==> config.mk <==
export PLATFORM = sky130hd
export DESIGN_NAME = ram_rd_pipe
export DESIGN_NICKNAME = d
export VERILOG_FILES = /design/src/rtl/ram_rd_pipe.sv
export SDC_FILE = /design/constraint.sdc
export NUM_CORES = 1
export LEC_CHECK = 0
export ABC_AREA = 1
export BUFFER_PORTS_ARGS = -buffer_cell sky130_fd_sc_hd__buf_2
export CAP_MARGIN = 20
export CORE_AREA = 2 2 39 41
export CTS_CLUSTER_DIAMETER = 30
export DETAILED_ROUTE_END_ITERATION = 6
export DIE_AREA = 0 0 41 43
export GPL_TIMING_DRIVEN = 1
export PLACE_DENSITY = 0.5
export SYNTH_ARGS = -nofsm -noshare
export SYNTH_HDL_FRONTEND = slang
export SYNTH_SLANG_ARGS = --single-unit
==> constraint.sdc <==
create_clock -name clk -period 0.8 [get_ports clk]
set_clock_uncertainty 0.2 [all_clocks]
set_input_delay 0.04 -clock clk [delete_from_list [all_inputs] [get_ports clk]]
set_output_delay 0.04 -clock clk [all_outputs]
set_load 0.005 [all_outputs]
==> src/rtl/ram_rd_pipe.sv <==
// Delay line that carries an issued read address and its valid bit
// forward by the RAM read latency, so the checker sees the address that
// belongs to the data currently on the RAM output.
module ram_rd_pipe #(
   parameter int WIDTH  = 9,
   parameter int RD_LAT = 1
) (
   input  logic             clk,
   input  logic             rst_n,
   input  logic             in_valid,
   input  logic [WIDTH-1:0] in_data,
   output logic             out_valid,
   output logic [WIDTH-1:0] out_data
);

   logic [RD_LAT-1:0] vld_q;
   logic [WIDTH-1:0]  dat_q [RD_LAT];

   // Shift valid and address one stage per clock; reset empties the line.
   always_ff @(posedge clk or negedge rst_n) begin
      if (!rst_n) begin
         vld_q <= '0;
         for (int i = 0; i < RD_LAT; i++) begin
            dat_q[i] <= '0;
         end
      end else begin
         vld_q[0] <= in_valid;
         dat_q[0] <= in_data;
         for (int i = 1; i < RD_LAT; i++) begin
            vld_q[i] <= vld_q[i-1];
            dat_q[i] <= dat_q[i-1];
         end
      end
   end

   assign out_valid = vld_q[RD_LAT-1];
   assign out_data  = dat_q[RD_LAT-1];

endmodule

==> results.cfg <==
[clock_tree]
cts_buffers = 3
cts_tree = done
clock_sinks = 10
htree_levels = 1
cts_setup_buffers = 0
clkTransAtPathRegs_ns = 0.07
cts_resized = 0
clk_path_buf_depth = 2
cts_root_buf = clkbuf_4
cts_hold_buffers = 11

[layout]
drive_above_1_share = 0.543
post-route-cell-area_um2 = 522
layout_common_cells = buf_2, dlygate4sd3_1, dfrtp_1
area_growth_syn_to_layout_pct = 108
multi_input_cells = 0
antenna_cells = 0
nets = 59
multi_input_area_um2 = 0
final_common_cell = buf_2

[placement]
io_buffers = 21
place_hpwl_um = 411
place_congestion = 0.492
postPlaceCellArea_um2 = 375
dp_slack_ns = 0.0915

[critical_path]
crit_arrival_ns = 0.74
cp-end-kind = primary output
critical-path-top-delay-family = flip-flops
cp.required_ns = 0.56
crit_path_max_fanout = 1
startpoint_type = register
crit_type = reg2out
crit_chain = buf_2
cp_num_buf_inv = 1
critPathMaxStageDelay_ns = 0.36
slowest_stage = dfrtp_1

[drt]
drc = 0
drtIter0Drc = 0
drt_wl_total_um = 572
dr.pass1.iters = 1
post_drt_wl_per_cell_um = 9.23
via_count = 215
vias_per_cell = 3.47
ant_nets = 0

[power_and_ir_drop]
total_power_uw = 1080
cellPowerDensity_nw_per_um2 = 2070
sequentialPowerShare = 0.497
swShare = 0.187
p_leak_uw = 0.000266
power_frac_comb = 0.097
clockPowerShare = 0.406
p_int_uw = 877
p_sw_uw = 202
irDropWorstVdd_mv = 0.852

[job]
maxCapViolations = 0

[floorplanning]
coreArea_um2 = 1380
row_count = 14
initial_core_util = 0.181
fp.dieW_um = 41
ioPinCount = 22
die_h_um = 43
dieArea_um2 = 1760

[global_routing]
gr-total-overflow = 0
grt_pass1_wl_um = 834
antenna_found_initial = 0
grt_pass1_vias = 221
grt_max_degree = 11
globalRouteTotalUtil = 0.0722

[sta]
rsz0062_at_grt = yes
slew_headroom = 0.854
worstMarginPinSlew_ns = 0.219
setup_viol = 10
layout_setup_ws_ns = -0.181
fin_worst_hold_slack_ns = -0.0389
max_freq_mhz = 1020
fin_crit_sh = 1.23
hold_viol = 10
min_period_ns = 0.981
drv_slew = 0

[synthesis]
syn_avg_cell_area_um2 = 25.0
yosys-top-cells-area = dfrtp_1
synth-seq-cells = 10
synth_seq_area_share = 1.00
syn_inst = 10
synth_warnings = 0
yosysTopAreaCell = dfrtp_1
synth_top_area_frac = 1.00
synth_cell_types = 1
syn-num-nets = 22
synth_area_um2 = 250

[outcome]
failed_checks = hold timing, setup timing
status = finished with violations

[min_path]
hp-class = in2async
[cell families after synthesis]
logic type	after synthesis	share of synthesized area
flip-flops	10	1.00
[synth_stat cells, drive strengths merged]
library cell   n
dfrtp         10
[final cells by class]
type | count | area (µm²)
fill | 137 | 862
sequential | 10 | 250
timing repair buffer | 32 | 215
clock buffer | 4 | 36.3
tap | 16 | 20.0
[sequential cells by signal, summed over array words and instances (netlist names)]
register	cells
out_data	9
out_valid	1
[power by group through the flow]
stage	combinational, µW	sequential, µW	clock (µW)
after floorplan	0	551	0
after global placement	64.3	546	0
after detailed placement	65.7	546	0
after CTS	107	536	455
after global routing	118	538	474
final	105	536	438
[through the flow]
step | hold WS [ns] | util | setup TNS [ns] | cells
floorplan | -0.456 | - | 0 | 10
global placement | -0.291 | 0.271 | 0 | 47
detailed placement | -0.290 | 0.271 | 0 | 47
CTS | -0.0306 | 0.377 | -1.83 | 62
global route | -0.00689 | 0.377 | -2.05 | 62
finish | -0.0389 | 0.377 | -1.71 | 62
[layer usage]
metal | global-route usage | wire (µm) | vias to the layer above | part of all wire
met5 | 0 | 0 | - | 0
met4 | 0.0400 | 0 | 0 | 0
met3 | 0.0366 | 87 | 0 | 0.15
met2 | 0.103 | 215 | 20 | 0.38
met1 | 0.0836 | 269 | 92 | 0.47
li1 | - | - | 103 | -
[worst paths after layout]
| path | slack, ns | from | end | cells past startpoint |
|---|---|---|---|---|
| max in group asynchronous | 0.25 | rst_n | out_data[1] | 2 |
| min | -0.04 | rst_n | out_data[4] | 2 |
| max | -0.18 | out_data[2] | out_data[2] | 1 |
| min in group clk | 0.22 | in_data[8] | out_data[8] | 2 |
No activity file was read; power rests on OpenSTA's default activity.
